## config.mk

```make
export PLATFORM = sky130hd
export DESIGN_NAME = triangle_dispatcher_flat
export DESIGN_NICKNAME = d
export VERILOG_FILES = /design/src/rtl/triangle_dispatcher_if.sv /design/src/rtl/triangle_dispatcher.sv /design/src/flat_wrapper.sv
export SDC_FILE = /design/constraint.sdc
export NUM_CORES = 1
export LEC_CHECK = 0
export ABC_AREA = 1
export CAP_MARGIN = 15
export CELL_PAD_IN_SITES_DETAIL_PLACEMENT = 0
export CELL_PAD_IN_SITES_GLOBAL_PLACEMENT = 1
export CORE_MARGIN = 5
export CORE_UTILIZATION = 41
export DETAILED_ROUTE_END_ITERATION = 10
export PLACE_DENSITY_LB_ADDON = 0.2
export SLEW_MARGIN = 5
export SYNTH_ARGS = -nofsm -noshare
export SYNTH_HDL_FRONTEND = slang
export SYNTH_SLANG_ARGS = --single-unit
```

## constraint.sdc

```tcl
create_clock -name clk -period 5.4 [get_ports clk]
set_input_delay 0.54 -clock clk [delete_from_list [all_inputs] [get_ports clk]]
set_output_delay 0.54 -clock clk [all_outputs]
set_load 0.03 [all_outputs]
```

## src/rtl/triangle_dispatcher_if.sv

```systemverilog
// Handshake bundle between the triangle source, the dispatcher and the rasterizer.
// The slave modport is the dispatcher's view; master is the environment driving it.
interface triangle_dispatcher_if;
  logic             in_valid;
  logic             in_ready;
  logic [59:0]      in_tri;
  logic             ru_start;
  logic [2:0][31:0] ru_p1;
  logic [2:0][31:0] ru_p2;
  logic [2:0][31:0] ru_p3;
  logic             ru_done;

  modport master (
    output in_valid, in_tri, ru_done,
    input  in_ready, ru_start, ru_p1, ru_p2, ru_p3
  );

  modport slave (
    input  in_valid, in_tri, ru_done,
    output in_ready, ru_start, ru_p1, ru_p2, ru_p3
  );
endinterface

```

## src/rtl/triangle_dispatcher.sv

```systemverilog
// Buffers integer-vertex triangles in a FIFO and hands them one at a time to the
// rasterizer as float vertices, holding the FIFO head until the rasterizer reports done.
module triangle_dispatcher #(
  parameter int unsigned DEPTH = 4
) (
  input  logic                 clk,
  input  logic                 areset_n,
  triangle_dispatcher_if.slave bus,
  output logic                 busy,
  output logic [15:0]          tri_count
);

  localparam int unsigned AW = $clog2(DEPTH);
  localparam logic [AW:0] PtrOne = 1;
  localparam logic [31:0] FloatOne = 32'h3F80_0000;

  typedef enum logic [1:0] {StIdle, StStart, StWait} state_e;

  state_e           state_q, state_d;
  logic [59:0]      mem_q [DEPTH];
  logic [AW:0]      wr_ptr_q, wr_ptr_d, rd_ptr_q, rd_ptr_d;
  logic [2:0][31:0] p1_q, p1_d, p2_q, p2_d, p3_q, p3_d;
  logic [15:0]      tri_count_q, tri_count_d;
  logic             empty, full, push, pop, load;
  logic [59:0]      head;

  // Exact for any 10-bit value: all significant bits fit in the 23-bit mantissa.
  function automatic logic [31:0] to_float(input logic [9:0] v);
    logic [3:0]  k;
    logic [4:0]  sh;
    logic [22:0] mant;
    logic [31:0] f;
    k = '0;
    for (int i = 0; i < 10; i++) begin
      if (v[i]) k = 4'(i);
    end
    sh   = 5'd23 - {1'b0, k};
    mant = {13'd0, v} << sh;
    if (v == '0) f = '0;
    else         f = {1'b0, 8'd127 + {4'd0, k}, mant};
    return f;
  endfunction

  function automatic logic [2:0][31:0] to_vertex(input logic [9:0] x, input logic [9:0] y);
    return {FloatOne, to_float(y), to_float(x)};
  endfunction

  assign empty = (wr_ptr_q == rd_ptr_q);
  assign full  = (wr_ptr_q[AW] != rd_ptr_q[AW]) && (wr_ptr_q[AW-1:0] == rd_ptr_q[AW-1:0]);
  assign head  = mem_q[rd_ptr_q[AW-1:0]];
  assign push  = bus.in_valid && !full;

  // Next-state logic.
  always_comb begin
    state_d = state_q;
    load    = 1'b0;
    pop     = 1'b0;
    unique case (state_q)
      StIdle: begin
        if (!empty) begin
          state_d = StStart;
          load    = 1'b1;
        end
      end
      StStart: state_d = StWait;
      StWait: begin
        if (bus.ru_done) begin
          state_d = StIdle;
          pop     = 1'b1;
        end
      end
      default: state_d = StIdle;
    endcase
  end

  // Datapath next-state.
  always_comb begin
    wr_ptr_d    = push ? wr_ptr_q + PtrOne : wr_ptr_q;
    rd_ptr_d    = pop ? rd_ptr_q + PtrOne : rd_ptr_q;
    tri_count_d = pop ? tri_count_q + 16'd1 : tri_count_q;
    p1_d        = p1_q;
    p2_d        = p2_q;
    p3_d        = p3_q;
    if (load) begin
      p1_d = to_vertex(head[9:0], head[19:10]);
      p2_d = to_vertex(head[29:20], head[39:30]);
      p3_d = to_vertex(head[49:40], head[59:50]);
    end
  end

  // Outputs.
  always_comb begin
    bus.ru_start = (state_q == StStart);
    bus.in_ready = !full;
    bus.ru_p1    = p1_q;
    bus.ru_p2    = p2_q;
    bus.ru_p3    = p3_q;
    busy         = (state_q != StIdle) || !empty;
    tri_count    = tri_count_q;
  end

  always_ff @(posedge clk or negedge areset_n) begin
    if (!areset_n) begin
      state_q     <= StIdle;
      wr_ptr_q    <= '0;
      rd_ptr_q    <= '0;
      p1_q        <= '0;
      p2_q        <= '0;
      p3_q        <= '0;
      tri_count_q <= '0;
    end else begin
      state_q     <= state_d;
      wr_ptr_q    <= wr_ptr_d;
      rd_ptr_q    <= rd_ptr_d;
      p1_q        <= p1_d;
      p2_q        <= p2_d;
      p3_q        <= p3_d;
      tri_count_q <= tri_count_d;
    end
  end

  // Storage needs no reset: contents are only read behind a valid pointer.
  always_ff @(posedge clk) begin
    if (push) mem_q[wr_ptr_q[AW-1:0]] <= bus.in_tri;
  end

endmodule

```

## src/flat_wrapper.sv

```systemverilog
// flat-port wrapper written by rule: the top's interface ports become plain ports
module triangle_dispatcher_flat 
#(
  parameter int unsigned DEPTH = 4
)
  (clk, areset_n, busy, tri_count, bus_in_valid, bus_in_tri, bus_ru_done, bus_in_ready, bus_ru_start, bus_ru_p1, bus_ru_p2, bus_ru_p3);
  triangle_dispatcher_if bus_i ();
  input  logic clk;
  input  logic areset_n;
  output logic busy;
  output logic [15:0] tri_count;
  input wire logic [$bits(bus_i.in_valid)-1:0] bus_in_valid;
  input wire logic [$bits(bus_i.in_tri)-1:0] bus_in_tri;
  input wire logic [$bits(bus_i.ru_done)-1:0] bus_ru_done;
  output wire logic [$bits(bus_i.in_ready)-1:0] bus_in_ready;
  output wire logic [$bits(bus_i.ru_start)-1:0] bus_ru_start;
  output wire logic [$bits(bus_i.ru_p1)-1:0] bus_ru_p1;
  output wire logic [$bits(bus_i.ru_p2)-1:0] bus_ru_p2;
  output wire logic [$bits(bus_i.ru_p3)-1:0] bus_ru_p3;
  assign bus_i.in_valid = bus_in_valid;
  assign bus_i.in_tri = bus_in_tri;
  assign bus_i.ru_done = bus_ru_done;
  assign bus_in_ready = bus_i.in_ready;
  assign bus_ru_start = bus_i.ru_start;
  assign bus_ru_p1 = bus_i.ru_p1;
  assign bus_ru_p2 = bus_i.ru_p2;
  assign bus_ru_p3 = bus_i.ru_p3;
  triangle_dispatcher #(.DEPTH(DEPTH)) u_core (.clk(clk), .areset_n(areset_n), .bus(bus_i), .busy(busy), .tri_count(tri_count));
endmodule
```

After elaboration in Yosys (flattened, before gate mapping)
Memories as Yosys holds them, arrays and structs flattened. Cells that the tools add are included.

Add/subtract/negate cells: 15. Eq/ne operators: 7. Shifts and indexed selects: 6. Multiplexer cells: 75. Reductions and logical operators: 14.

Operators by type and width (number): two-way mux 31 bit (6); << shifter 10 x 5 -> 23 bit (6); two-way mux 3 bit (24); two-way mux 4 bit (18); logical NOT 10 bit (6); adder 7 x 4 -> 8 bit (first input constant) (6); subtractor 5 x 4 -> 5 bit (first input constant) (6); two-way mux 2 bit (14); adder 16 x 1 -> 16 bit (second input constant) (1); two-way mux 1 bit (12); adder 3 x 1 -> 3 bit (second input constant) (2); one-hot mux 2 bit (3 select lines) (1); inequality test 2 bit (second input constant) (2); == test 3 bit (1); == test 2 x 1 -> 1 bit (second input constant) (1); == test 2 bit (1); == test 2 bit (second input constant) (1); logical AND 1 bit (2); logical NOT 1 bit (2); logical NOT 2 bit (1); AND reduction 2 bit (1); nonzero test 2 bit (1); logical OR 1 bit (1); inequality test 1 bit (1).

Register bits: 217. Bits in writable memories: 240. Bits of input ports: 64. Output and inout bits: 307. Logic and storage cells: 129. Memories kept: 1.

Memory list: u_core.mem_q (depth 4, bits a word 60, rd ports 1, clocked after memory_dff 0, wr ports 1, line triangle_dispatcher.sv:20) `logic [59:0] mem_q [DEPTH];`.

Longest topological paths before layout
Gate-level depths: netlist of run 1. An unclocked memory read counts as a cell.

Depth in word-level cells: 14. Mapped depth: 22. Gate-level depth less buffers: 19.

Worst setup path after synthesis of run 1
OpenSTA, ideal clock, no wires.

Kind: register -> register. Start point: reg u_core.rd_ptr_q[0]. End point: mem u_core.mem_q[3][0], enable pin. Setup time: 481 ps. Data arrival time: 4076 ps. Data required time: 4919 ps. Setup slack: 843 ps. Stages on the path, launching flop included: 8. Buffers on the path: 3. Cells stage by stage: dfrtp_1 > buf_6 > buf_2 > buf_6 > xnor2_1 > nand3b_1 > nand2_1 > nor2_1.

Longest elaborated chain between the ends: 6.

Ends and longest elaborated chain: start, declared (line triangle_dispatcher.sv:21) `logic [AW:0] wr_ptr_q, wr_ptr_d, rd_ptr_q, rd_ptr_d;`; start signal, assigned (line triangle_dispatcher.sv:114) `rd_ptr_q <= rd_ptr_d;`; == test 2 bit (line triangle_dispatcher.sv:49) `assign full = (wr_ptr_q[AW] != rd_ptr_q[AW]) && (wr_ptr_q[AW-1:0] == rd_ptr_q[AW-1:0]);`; logical AND 1 bit (line triangle_dispatcher.sv:49); logical NOT 1 bit; via bus_in_ready (line flat_wrapper.sv:15) `output wire logic [$bits(bus_i.in_ready)-1:0] bus_in_ready;`; logical AND 1 bit (line triangle_dispatcher.sv:51) `assign push = bus.in_valid && !full;`; two-way mux 1 bit (line triangle_dispatcher.sv:124) `if (push) mem_q[wr_ptr_q[AW-1:0]] <= bus.in_tri;`; two-way mux 1 bit (not written as such) (line triangle_dispatcher.sv:124); end, declared (line triangle_dispatcher.sv:20).

The timed path passes the listed nets, and every way through them passes these cells.

Final worst setup path of run 1
Start point: reg u_core.rd_ptr_q[0]. End point: reg u_core.p2_q, in the netlist u_core.bus.ru_p2[26].

Longest elaborated chain between the ends: 13. Elaborated cells on any way between the ends: 17.

Ends and longest elaborated chain: memory (4 x 60 bit); two-way mux 1 bit (line triangle_dispatcher.sv:35) `if (v[i]) k = 4'(i);`; two-way mux 2 bit (2 in a row) (line triangle_dispatcher.sv:35); two-way mux 3 bit (4 in a row) (line triangle_dispatcher.sv:35); two-way mux 4 bit (2 in a row) (line triangle_dispatcher.sv:35); two-way mux 4 bit (line triangle_dispatcher.sv:84) `if (load) begin`; adder 7 x 4 -> 8 bit (line triangle_dispatcher.sv:40) `else f = {1'b0, 8'd127 + {4'd0, k}, mant};`; two-way mux 31 bit (line triangle_dispatcher.sv:39) `if (v == '0) f = '0;`; end signal, assigned (line triangle_dispatcher.sv:116) `p2_q <= p2_d;`; end, declared (line triangle_dispatcher.sv:22) `logic [2:0][31:0] p1_q, p1_d, p2_q, p2_d, p3_q, p3_d;`.

Parallel ways exist; a longest one is shown, timed or not. The select of a mux whose other input is x is not followed. A chain may end at the register's enable or synchronous reset.

==> results of run 1 <==
## Yosys cell counts, drive strengths merged
cell and n:
nand4 13, buf 164, a21o 1, inv 203, nand3b 2, nand2 571, nand3 247, nor4 6
a31oi 1, o22a 12, ha 18, xnor2 11, o21bai 1, a21boi 1, o211ai 1, clkbuf 8
conb 1, o22ai 5, edfxtp 240, or2 1, o21ai 109, nor3 11, a32oi 5, xor2 16
a22o 1, nor2 158, o31ai 1, a21oi 34, dfrtp 205
## cells by family (layout without fill, tap and decap cells)
group | count (synthesis) | after routing
buffers and inverters | 375 | 596
XOR/XNOR | 27 | 27
AO/OA/AOI/OAI | 172 | 172
AND/OR/NAND/NOR | 1009 | 1009
other | 1 | 81
flip-flops | 445 | 445
adder cells (fa/ha/maj) | 18 | 18
## area by class of cell
class | count | area [sq um]
Multi-Input combinational cell | 1307 | 6250
Clock inverter | 26 | 210
Sequential cell | 445 | 12300
Inverter | 203 | 777
Clock buffer | 63 | 1320
Timing Repair Buffer | 304 | 3040
Tap cell | 664 | 831
Fill cell | 4487 | 24100
## worst max-delay path: cells and delay by family, from the launching register on
| family | cells | cell delay, ns |
|---|---|---|
| compound gates | 4 | 0.85 |
| fa+ha+maj | 1 | 0.26 |
| buf+inv | 3 | 1.18 |
| flops | 1 | 0.60 |
| simple gates | 2 | 0.43 |
## state kept, by name (all words and copies together), names as in the netlist
signal,count
u_core.rd_ptr_q,3
u_core.mem_q,240
u_core.bus.ru_p1,61
u_core.tri_count,16
u_core.state_q,2
u_core.bus.ru_p3,60
u_core.bus.ru_p2,60
u_core.wr_ptr_q,3
## layer usage
layer  track usage  vias up
met2         0.291      429
li1              -     7090
met5             0        -
met3        0.0360       65
met4        0.0388        0
met1         0.283     6761
## final timing paths
kind                                       from              endpoint  slack, ns  depth (start not counted)
hold reg to reg            u_core.tri_count[15]  u_core.tri_count[15]       0.47                          1
hold / removal                         areset_n  u_core.bus.ru_p2[15]       0.45                          2
setup reg to reg             u_core.rd_ptr_q[0]  u_core.bus.ru_p2[26]       1.89                         10
min in group clk           u_core.tri_count[15]  u_core.tri_count[15]       0.47                          1
max in group asynchronous              areset_n    u_core.rd_ptr_q[0]       3.52                          3
setup / recovery             u_core.rd_ptr_q[0]  u_core.bus.ru_p2[26]       1.89                         10
## cell usage in the layout, fill, tap and decap left out, drive strengths merged, types with 2 or more instances in the layout
| cell | n |
|---|---|
| xor2 | 16 |
| o22a | 12 |
| ha | 18 |
| a32oi | 5 |
| a21oi | 34 |
| edfxtp | 240 |
| clkbuf | 63 |
| bufinv | 3 |
| o21ai | 109 |
| nand4 | 13 |
| nor2 | 158 |
| buf | 15 |
| nand2 | 571 |
| conb | 81 |
| clkinv | 20 |
| dfrtp | 205 |
| nor4 | 6 |
| nand3 | 247 |
| nand3b | 2 |
| clkdlybuf4s50 | 288 |
| clkinvlp | 3 |
| o22ai | 5 |
| inv | 203 |
| xnor2 | 11 |
| nor3 | 11 |
## where the power goes
part | internal (uW) | switching (uW)
logic | 2760 | 6390
registers | 4490 | 364
clock network | 1860 | 1320
## metrics by stage
stage | utilization | total power [uW] | std cells | hold WS [ns]
after floorplan | - | 11400 | 2127 | 0.244
after global routing | 0.507 | 18600 | 3012 | 0.495
after CTS | 0.507 | 17400 | 3012 | 0.452
final | 0.507 | 17200 | 3012 | 0.453
after global placement | 0.475 | 14100 | 2922 | 0.463
after detailed placement | 0.475 | 14100 | 2922 | 0.463
## what timing repair did
action | CTS | global route
hold buffers | 1 | 0
gates resized for setup | 0 | 0
endpoints found under the setup margin | 0 | 0
hold endpoints to repair | 52 | 0
==> results.yml, run 1 <==
run_status:
  outcome: "completed"
sta:
  number_of_hold_violations_in_the_final_report: 0
  final_max_tran_viols: 0
  setup_tns_ns: 0
  finalWorstSetupSlack_ns: 1.89
  finalClockSkew_ns: 0.0186
  period_needed_ns: 3.51
  final-setup-viol-count: 0
  grt_setup_unrepaired: "false"
  worst_slew_pin_slew_ns: 1.14
  max-slew-margin-rel: 0.238
  final_min_period_over_clock_period: 0.650
  fmax_mhz: 285
cts:
  clk_latency_ns: 0.58
  clk_path_buf_depth: 3
  cts_htree_levels: 2
  cts_root_buffer_type: "clkbuf_16"
  buffers_inserted_during_post_cts_setup_optimization: 0
  number_of_buffers_created_by_cts: 49
  tritoncts: "yes"
  tritoncts_num_sinks: 445
  clk_pin_slew_ns: 0.06
job:
  max_cap_violations: 0
die:
  die_height_um: 232
  die_w_um: 232
  core-area_sq_um: 48800
  initial_core_util: 0.414
  design.die.area_sq_um: 53900
  number_of_placed_i_o_pins: 371
  floorplan.rows: 81
worst_setup_path:
  critical_path_cell_sequence: "buf_4 > o21ai_0 > o22a_1 > nand2_2 > inv_1 > o21ai_2 > inv_2 > nor3_2 > ha_1 > o21ai_0"
  cpMaxStageDelayCell: "buf_4"
  timing.critical_path.arrival_ns: 3.99
  critPathMostFrequentCell: "o21ai_0"
  path_class: "register to register"
  critical_path_required_ns: 5.88
  cp_max_fo: 110
  crit_path_end_kind: "register"
  critical_path.max_stage_delay_ns: 0.89
  critPathLaunchType: "register"
power:
  cellPowerDensity_nw_per_um2: 694
  irDropWorstVdd_uv: 306
  power_leakage_uw: 0.0106
synthesis:
  seq_area_frac_synth: 0.610
  yosysUniqueCellTypes: 48
  synth-warning-count: 0
  main_combinational_cell_family_by_area_after_synthesis: "simple AND/OR/NAND/NOR gates"
  yosys.area_share.adder: 0.0111
  synth-compound-area-share: 0.0526
  synth-simple-area-share: 0.217
  post_synth_instance_area_sq_um: 20200
  top_cell_type_by_total_area_after_synthesis: "edfxtp_1"
  synthTopCellsByArea: "edfxtp_1 (36%), dfrtp_1 (25%), nand2_1 (10%)"
  postSynthRegisterBits: 445
  xor_and_xnor_area_share_after_synthesis: 0.0117
  avgSynthCellArea_sq_um: 9.88
  post_synth_mux_area_share: 0
  postSynthCellCount: 2047
  post-synth-top-area-fraction: 0.356
grt:
  grt_overflow: 0
  global_route_wire_length_before_repair_um: 80900
  grt_antenna_before_repair: 2
  global_route.usage.total: 0.189
  grt_start_max_net_pins: 154
  first_global_vias: 13758
placement:
  finalWeightedCongestion: 0.836
  placement_setup_slack_ns: 1.87
  detailedPlacementHpwl_um: 36500
  portBuffers: 289
  placed_cell_area_sq_um: 23200
cells_and_area:
  postLayoutCellArea_sq_um: 24800
  area_delta_synth_final_pct: 22.4
  drive_above_1_share: 0.0762
  nets: 2392
  antenna-diode-count: 0
drt:
  routed_wirelength_um: 52000
  drc_errors: 0
  total_number_of_vias: 14345
  first_pass_iters: 8
  met1_length_um: 24700
  ant_nets: 0
  wl_met2_um: 23200
  wire_per_inst_um: 17.3
  initialDrtViolationCount: 943
  routed.top_layer: "met4"
  ratio_of_routed_vias_to_standard_cells: 4.76
  dr_wl_met3_um: 3210
hold_path:
  hold_path.class: "primary input to asynchronous set/reset pin"
No activity file was read; power rests on OpenSTA's default activity.
==> run 2: changes to the inputs <==
- clock period: 5.4 -> 3.4 ns (I/O delays scaled with it)
==> run 2 against run 1 <==
Clock-buffer cell count is 3 higher. Sequential cell count stayed put. Wire length is 1.8% higher. Utilization is 0.49 points higher. Final cell count is 0.53% higher. Sequential share of layout area is 0.48 points lower. Combinational power is 64% higher. Critical path type unchanged. Largest power group unchanged.
==> results.yml, run 2 (synthesis gave the netlist of run 1 again) <==
run_status:
  outcome: "completed"
job:
  max_cap_violations: 0
grt:
  first_global_vias: 13785
  global_route.usage.total: 0.191
  grt_overflow: 0
  grt_start_max_net_pins: 96
  global_route_wire_length_before_repair_um: 81100
  grt_antenna_before_repair: 5
sta:
  finalClockSkew_ns: 0.0155
  final_min_period_over_clock_period: 0.852
  final_max_tran_viols: 0
  worst_slew_pin_slew_ns: 0.835
  number_of_hold_violations_in_the_final_report: 0
  period_needed_ns: 2.90
  max-slew-margin-rel: 0.444
  grt_setup_unrepaired: "false"
  fmax_mhz: 345
  final-setup-viol-count: 0
  finalWorstSetupSlack_ns: 0.504
die:
  number_of_placed_i_o_pins: 371
  design.die.area_sq_um: 53900
  die_height_um: 232
  floorplan.rows: 81
  initial_core_util: 0.414
  die_w_um: 232
  core-area_sq_um: 48800
power:
  clock_power_share: 0.183
  net_sw_power_uw: 13100
  power_leakage_uw: 0.0107
  power.total_uw: 27800
  cellPowerDensity_nw_per_um2: 1110
  switching_share: 0.470
  p_int_uw: 14700
  irDropWorstVdd_uv: 829
  p_comb_frac: 0.541
  seq_power_share: 0.276
cells_and_area:
  mostFrequentLayoutCell: "nand2_1"
  final_cell_mix: "nand2_1 (544), clkdlybuf4s50_1 (288), nand3_1 (245)"
  postLayoutCellArea_sq_um: 25000
  filler_cell_count: 4556
  area_delta_synth_final_pct: 23.6
  postLayoutCoreUtil: 0.512
  nets: 2407
  drive_above_1_share: 0.0826
  largest_register_ff_count: 240
worst_setup_path:
  cpMaxStageDelayCell: "dfrtp_2"
  crit_path_end_kind: "register"
  timing.critical_path.arrival_ns: 3.39
  critical_path_cell_sequence: "inv_2 > buf_4 > a21oi_1 > a32oi_2 > inv_1 > nand2_2 > inv_1 > o21ai_2 > inv_2 > nor3_2 > ha_1 > o21ai_0"
  critical_path_required_ns: 3.89
  worst_r2r_path_depth: 12
  timing.critical_path.max_delay_family: "buffers and inverters"
  timing.critical_path.depth: 12
  cp_num_buf_inv: 5
  path_class: "register to register"
  worst_setup_path_startpoint: "u_core.rd_ptr_q[1]"
  critical_register_to_register_path_startpoint: "u_core.rd_ptr_q[1]"
  critPathLaunchType: "register"
  cp_max_fo: 26
  critical_path.max_stage_delay_ns: 0.50
placement:
  finalWeightedCongestion: 0.869
  placed_cell_area_sq_um: 23500
  placement_setup_slack_ns: 0.555
  detailedPlacementHpwl_um: 37700
  portBuffers: 289
drt:
  drc_errors: 0
  first_pass_iters: 7
  initialDrtViolationCount: 1078
  ratio_of_routed_vias_to_standard_cells: 4.79
  total_number_of_vias: 14505
  ant_nets: 0
  wire_per_inst_um: 17.5
  routed_wirelength_um: 52900
cts:
  cts_root_buffer_type: "clkbuf_16"
  tritoncts: "yes"
  tritoncts_num_sinks: 445
  clk_latency_ns: 0.58
  clk_pin_slew_ns: 0.06
  number_of_buffers_created_by_cts: 48
  clk_path_buf_depth: 3
  buffers_inserted_during_post_cts_setup_optimization: 0
  cts_htree_levels: 2
hold_path:
  hold_path.class: "primary input to asynchronous set/reset pin"
run 2: cell types whose count changed in the layout (fill, tap and decap cells not counted), sizes merged:
cell,change
buf,+16
clkbuf,+3
diode,+2
clkinv,-7
bufinv,+1
clkinvlp,-1
inv,+2
run 2: path summary, 6_finish.rpt:
path | end | slack [ns]
max | u_core.bus.ru_p2[26] | 0.50
min | u_core.bus.ru_p2[17] | 0.34
max reg2reg | u_core.bus.ru_p2[26] | 0.50
min reg2reg | u_core.tri_count[15] | 0.47
max in group asynchronous | u_core.bus.ru_p1[24] | 2.10
min in group clk | u_core.state_q[1] | 0.37
run 2: metrics by stage:
stage               hold slack [ns]  instances  TNS [ns]
floorplan                    0.0444       2127    -31.54
global placement              0.410       2938         0
detailed placement            0.447       2938         0
CTS                           0.341       3026         0
global route                  0.373       3028         0
finish                        0.338       3028         0
run 2: area by class of cell:
type | count | area (sq um) | share of cell area
flip-flops and latches | 445 | 12300 | 0.494
diodes | 2 | 5.00 | 0.000200
repair buffers | 320 | 3270 | 0.131
inverters | 203 | 777 | 0.0311
clock buffers | 66 | 1310 | 0.0524
well taps | 664 | 831 | 0.0332
clock inverters | 21 | 223 | 0.00891
multi-input cells | 1307 | 6250 | 0.250
run 2: layer usage:
| layer | wire length, um | part of all wire | GRT usage | up-vias |
|---|---|---|---|---|
| met5 | 0 | 0 | 0 | - |
| met4 | 1370 | 0.026 | 0.0598 | 0 |
| met3 | 3110 | 0.059 | 0.0324 | 82 |
| met2 | 23400 | 0.44 | 0.288 | 427 |
| met1 | 25000 | 0.47 | 0.283 | 6893 |
| li1 | - | - | - | 7103 |
run 2: power by group through the flow:
stage                     registers [uW]  logic [uW]  clock network [uW]
after floorplan                     8760        9360                   0
after global placement              7740       15100                   0
after detailed placement            7780       15100                   0
after CTS                           7680       15100                5240
after global routing                7800       16700                5450
final                               7670       15000                5090
run 2: timing repair:
item,4_1_cts,5_1_grt
endpoints found under the hold margin,90,0
hold buffers,1,0
gates resized for setup,0,0
